**config.mk**
```make
export PLATFORM = sky130hd
export DESIGN_NAME = alu_flag_stage_flat
export DESIGN_NICKNAME = d
export VERILOG_FILES = /design/src/rtl/alu_flag_stage_if.sv /design/src/rtl/alu_flag_stage.sv /design/src/flat_wrapper.sv
export SDC_FILE = /design/constraint.sdc
export NUM_CORES = 1
export LEC_CHECK = 0
export CAP_MARGIN = 30
export CORE_AREA = 2 2 72 53
export CTS_CLUSTER_SIZE = 16
export DETAILED_ROUTE_END_ITERATION = 10
export DIE_AREA = 0 0 74 55
export HOLD_SLACK_MARGIN = 0.02
export PLACE_DENSITY_LB_ADDON = 0.1
export SLEW_MARGIN = 40
export SYNTH_ARGS = -nofsm -noshare
export SYNTH_HDL_FRONTEND = slang
export SYNTH_SLANG_ARGS = --single-unit
export TNS_END_PERCENT = 10
```
**constraint.sdc**
```tcl
create_clock -name clk -period 2.63 [get_ports clk]
set_input_delay 0.789 -clock clk [delete_from_list [all_inputs] [get_ports clk]]
set_output_delay 0.789 -clock clk [all_outputs]
set_load 0.005 [all_outputs]
```
**src/rtl/alu_flag_stage_if.sv**
```systemverilog
// Handshake bundle for alu_flag_stage: ALU-side push channel and consumer-side pop channel.
// The stage uses the slave modport; whatever drives it uses master.
interface alu_flag_stage_if #(
    parameter int unsigned ancho = 4
);
    logic             alu_valid;
    logic             alu_ready;
    logic [ancho-1:0] aluresult;
    logic             aluflags;
    logic             aluovf;
    logic             out_valid;
    logic             out_ready;
    logic [ancho-1:0] out_result;
    logic [3:0]       out_flags;

    modport slave (
        input  alu_valid, aluresult, aluflags, aluovf, out_ready,
        output alu_ready, out_valid, out_result, out_flags
    );

    modport master (
        output alu_valid, aluresult, aluflags, aluovf, out_ready,
        input  alu_ready, out_valid, out_result, out_flags
    );
endinterface

```
**src/rtl/alu_flag_stage.sv**
```systemverilog
// ALU output stage: derives {N,Z,C,V} at push and buffers results in a 2-entry skid FIFO.
// Optional STICKY_FLAGS_EN adds flag_clr/sticky_flags accumulating popped flags.
module alu_flag_stage #(
    parameter int unsigned ancho = 4
) (
    input  logic                clk,
    input  logic                rst_n,
`ifdef STICKY_FLAGS_EN
    input  logic                flag_clr,
    output logic [3:0]          sticky_flags,
`endif
    alu_flag_stage_if.slave     bus
);
    localparam int unsigned DEPTH = 2;

    logic             en_q, en_d;
    logic [1:0]       count_q, count_d;
    logic             head_q, head_d;
    logic             tail_q, tail_d;
    logic [ancho-1:0] res_q [DEPTH];
    logic [ancho-1:0] res_d [DEPTH];
    logic [3:0]       flg_q [DEPTH];
    logic [3:0]       flg_d [DEPTH];
    logic [ancho-1:0] out_res_q, out_res_d;
    logic [3:0]       out_flg_q, out_flg_d;
    logic             push, pop;
    logic [3:0]       new_flags;

    // en_q keeps alu_ready low through reset and rises on the first edge after release
    assign bus.alu_ready  = en_q && (count_q != 2'd2);
    assign bus.out_valid  = (count_q != 2'd0);
    assign bus.out_result = out_res_q;
    assign bus.out_flags  = out_flg_q;

    assign push      = bus.alu_valid && bus.alu_ready;
    assign pop       = bus.out_valid && bus.out_ready;
    assign new_flags = {bus.aluresult[ancho-1], (bus.aluresult == '0), bus.aluflags, bus.aluovf};

    always_comb begin
        en_d      = 1'b1;
        count_d   = count_q;
        head_d    = head_q;
        tail_d    = tail_q;
        res_d     = res_q;
        flg_d     = flg_q;
        out_res_d = out_res_q;
        out_flg_d = out_flg_q;

        if (push) begin
            res_d[tail_q] = bus.aluresult;
            flg_d[tail_q] = new_flags;
            tail_d        = ~tail_q;
        end
        if (pop) begin
            head_d = ~head_q;
        end
        case ({push, pop})
            2'b10:   count_d = count_q + 2'd1;
            2'b01:   count_d = count_q - 2'd1;
            default: count_d = count_q;
        endcase

        // Outputs are registered copies of the next head so they hold their last value when empty
        if (count_d != 2'd0) begin
            out_res_d = res_d[head_d];
            out_flg_d = flg_d[head_d];
        end
    end

    always_ff @(posedge clk or negedge rst_n) begin
        if (!rst_n) begin
            en_q      <= 1'b0;
            count_q   <= '0;
            head_q    <= 1'b0;
            tail_q    <= 1'b0;
            out_res_q <= '0;
            out_flg_q <= '0;
            for (int unsigned i = 0; i < DEPTH; i++) begin
                res_q[i] <= '0;
                flg_q[i] <= '0;
            end
        end else begin
            en_q      <= en_d;
            count_q   <= count_d;
            head_q    <= head_d;
            tail_q    <= tail_d;
            res_q     <= res_d;
            flg_q     <= flg_d;
            out_res_q <= out_res_d;
            out_flg_q <= out_flg_d;
        end
    end

`ifdef STICKY_FLAGS_EN
    logic [3:0] sticky_q, sticky_d;

    assign sticky_flags = sticky_q;

    always_comb begin
        sticky_d = sticky_q;
        if (pop) begin
            sticky_d = flag_clr ? out_flg_q : (sticky_q | out_flg_q);
        end else if (flag_clr) begin
            sticky_d = '0;
        end
    end

    always_ff @(posedge clk or negedge rst_n) begin
        if (!rst_n) begin
            sticky_q <= '0;
        end else begin
            sticky_q <= sticky_d;
        end
    end
`endif
endmodule

```
**src/flat_wrapper.sv**
```systemverilog
// flat-port wrapper written by rule: the top's interface ports become plain ports
module alu_flag_stage_flat 
#(
    parameter int unsigned ancho = 4
)
  (clk, rst_n, bus_alu_valid, bus_aluresult, bus_aluflags, bus_aluovf, bus_out_ready, bus_alu_ready, bus_out_valid, bus_out_result, bus_out_flags);
  alu_flag_stage_if #(.ancho(ancho)) bus_i ();
  input  logic clk;
  input  logic rst_n;
  input wire logic [$bits(bus_i.alu_valid)-1:0] bus_alu_valid;
  input wire logic [$bits(bus_i.aluresult)-1:0] bus_aluresult;
  input wire logic [$bits(bus_i.aluflags)-1:0] bus_aluflags;
  input wire logic [$bits(bus_i.aluovf)-1:0] bus_aluovf;
  input wire logic [$bits(bus_i.out_ready)-1:0] bus_out_ready;
  output wire logic [$bits(bus_i.alu_ready)-1:0] bus_alu_ready;
  output wire logic [$bits(bus_i.out_valid)-1:0] bus_out_valid;
  output wire logic [$bits(bus_i.out_result)-1:0] bus_out_result;
  output wire logic [$bits(bus_i.out_flags)-1:0] bus_out_flags;
  assign bus_i.alu_valid = bus_alu_valid;
  assign bus_i.aluresult = bus_aluresult;
  assign bus_i.aluflags = bus_aluflags;
  assign bus_i.aluovf = bus_aluovf;
  assign bus_i.out_ready = bus_out_ready;
  assign bus_alu_ready = bus_i.alu_ready;
  assign bus_out_valid = bus_i.out_valid;
  assign bus_out_result = bus_i.out_result;
  assign bus_out_flags = bus_i.out_flags;
  alu_flag_stage #(.ancho(ancho)) u_core (.clk(clk), .rst_n(rst_n), .bus(bus_i));
endmodule
```
==> impl_metrics.toml <==
[clock_network]
cts_root_buf = "clkbuf_8"
clkTransAtPathRegs_ps = 50
cts_hold_buf = 0
htreeDepth = 2
clk_latency_ps = 270
clkSinkCount = 29
cts_tree = "yes"
clockBufferDepth = 2
cts_buffers = 5

[drt]
wirelength_mm = 2.50
viasPerCell = 4.38
dr.pass1.iters = 4
drt_iter0_drc = 16
antenna_left = 0
drc = 0
vias = 872
drt-wirelength-per-cell_um = 12.5

[placement]
numPortBuffers = 19
pre_cts_ws_ps = -381
place_congestion = 0.712
dp_cells = 185
dpl.hpwl_mm = 1.75
place_area_um2 = 1650

[final_layout]
final_nets = 160
fillerInstances = 297
area_growth_pct = 39.6
num_antenna_cells = 0
drive_above_1_share_pct = 29.5
finalNonFillerCells = 199
postLayoutCellArea_um2 = 1830

[synthesis]
synth_common_cells = "dfrtp_1 (29), inv_1 (18), mux2i_1 (16)"
synth.area.top_cells = "dfrtp_1 (55%), mux2i_1 (12%), o221ai_2 (9.2%), inv_1 (5.1%), nand2_1 (2.6%)"
ys.flop_type = "dfrtp_1"
ys_types = 23
synthArstFlopShare_pct = 100
synth-seq-cells = 29
syn_area_um2 = 1310
synth_edf_count = 0
avgSynthCellArea_um2 = 12.4
post-synth-top-count-cell = "dfrtp_1"
synthCells = 106
ys_seq_area_share_pct = 55.3
yosysWarnings = 0
yosys.area.top_type = "dfrtp_1"
syn-num-nets = 117
synth_top_area_share_pct = 55.3

[sta]
rsz0062_at_grt = "false"
period_share_pct = 91.3
clock.fmax_mhz = 416
setup_tns_ps = 0
setup_viol = 0
hold_slack_ps = 487
final-hold-violation-count = 0
skew_ps = 3.33
setup_slack_ps = 229
drv_slew = 0
period_needed_ps = 2400

[grt]
antenna_found_initial = 0
grt_pass1_vias = 869
grt.total_usage_pct = 14.6
grt_pass1_wl_mm = 4.13
grt_max_degree = 30
grt_overflow_total = 0

[setup_path]
start_kind = "flop"
arrival_ps = 2590
crit_required_ps = 2820
cp_max_fo = 7
crit_path_max_incr_delay_ps = 450
crit_chain = "nand2b_1 > and2_1 > nand2_2 > ha_4 > and4bb_1 > or3_4 > or2_4 > buf_6 > o221ai_2"
slowest_stage = "dfrtp_1"
r2r-start = "u_core.count_q[1]"
reg2reg_slack_ps = 230
worstSetupStartpoint = "u_core.count_q[1]"
path_class = "flop to flop"
end_kind = "flop"

[die]
core_area_um2 = 3400
start_util_pct = 38.6
dieArea_um2 = 4070
rows = 18
die_y_um = 55
io_pins = 20
die_w_um = 74

[worst_hold_path]
min_from = "u_core.bus.out_flags[2]"
hold_path.class = "flop to flop"

[run]
maxCapViolations = 0

[power]
p_leak_nw = 0.908
powerDensity_nw_per_um2 = 1260
vdd_drop_max_uv = 486

[run_status]
status = "finished clean"
-- cell families after synthesis --
| logic type | after synthesis | synth area share [%] |
|---|---|---|
| other | 1 | 0.286 |
| muxes | 16 | 12.2 |
| DFF | 29 | 55.3 |
| buffers and inverters | 23 | 8.48 |
| and+or+nand+nor | 22 | 9.92 |
| adders and majority gates | 1 | 0.953 |
| AOI/OAI and AO/OA | 9 | 9.53 |
| xor gates and xnor gates | 5 | 3.34 |
-- flip-flops by register name, summed over array words and instances (netlist names) --
name                   cells
u_core.bus.out_flags       4
u_core.bus.out_result      4
u_core.count_q             2
u_core.en_q                1
u_core.flg_q               8
u_core.head_q              1
u_core.res_q               8
u_core.tail_q              1
-- worst paths after layout --
path | end | depth (start not counted)
hold / removal | u_core.bus.out_flags[2] | 2
min in group asynchronous | u_core.count_q[0] | 2
setup reg to reg | u_core.bus.out_flags[2] | 9
hold reg to reg | u_core.bus.out_flags[2] | 2
max in group asynchronous | u_core.flg_q[0] | 2
setup / recovery | u_core.bus.out_flags[2] | 9
-- critical path, delay by kind of cell (launching register included) --
kind,cells,cell delay [ps]
flip-flops,1,450
AO/OA/AOI/OAI,1,170
buffers and inverters,1,140
adder cells (fa/ha/maj),1,280
AND/OR/NAND/NOR,6,1290
-- metal layers --
layer  track usage, %  vias to the layer above  wire length (µm)
li1                 -                      440                 -
met1             20.0                      408              1280
met2             19.8                       14              1030
met3             5.25                       10                97
met4             8.48                        0                78
met5                0                        -                 0
-- where the power goes --
| part | total (W) | internal, W | switching, W |
|---|---|---|---|
| Sequential | 0.000763 | 0.000663 | 0.000101 |
| Clock | 0.000352 | 0.000207 | 0.000146 |
| Combinational | 0.00119 | 0.000672 | 0.000517 |
| Total | 0.00230 | 0.00154 | 0.000763 |
-- layout by cell type, fill, tap and decap left out --
cell type,synthesis,final
o221ai_2,8,8
o21ai_2,0,1
xnor2_1,3,3
clkdlybuf4s50_1,0,17
dlymetal6s2s_1,0,2
nand2_1,9,8
nand2_2,0,1
nor3b_1,1,1
nand4_1,1,1
and4bb_1,2,2
or3_4,0,1
buf_6,3,2
clkbuf_8,0,6
dfrtp_1,29,29
and2_1,1,1
xor2_2,0,1
or2_2,1,1
clkbuf_1,0,1
inv_2,0,1
mux2i_1,16,16
buf_12,0,1
nor2_1,1,1
nor4_1,1,1
buf_4,0,19
conb_1,1,1
ha_4,0,1
xor2_1,2,1
or2_4,0,1
and4b_1,1,1
inv_1,18,17
nand2b_1,2,2
-- metrics by stage --
stage          util, %  total power (W)
2_1_floorplan        -          0.00144
3_3_place_gp      48.4          0.00182
3_5_place_dp      48.4          0.00183
4_1_cts           53.1          0.00229
5_1_grt           53.9          0.00249
6_report          53.9          0.00230
-- final cells by class --
type,count,area (µm²),area share [%]
clock buffers,7,86.3,4.71
well taps,50,62.6,3.42
flip-flops and latches,29,726,39.6
inverters,18,67.6,3.69
multi-input cells,54,509,27.8
repair buffers,41,380,20.8
-- what timing repair did --
| item | CTS | global route |
|---|---|---|
| setup buffers | 6 | 1 |
| resized for setup | 7 | 6 |
| pin swaps | 1 | 4 |
| setup endpoints to repair | 8 | 8 |
Power figures use the tool's default switching activity.
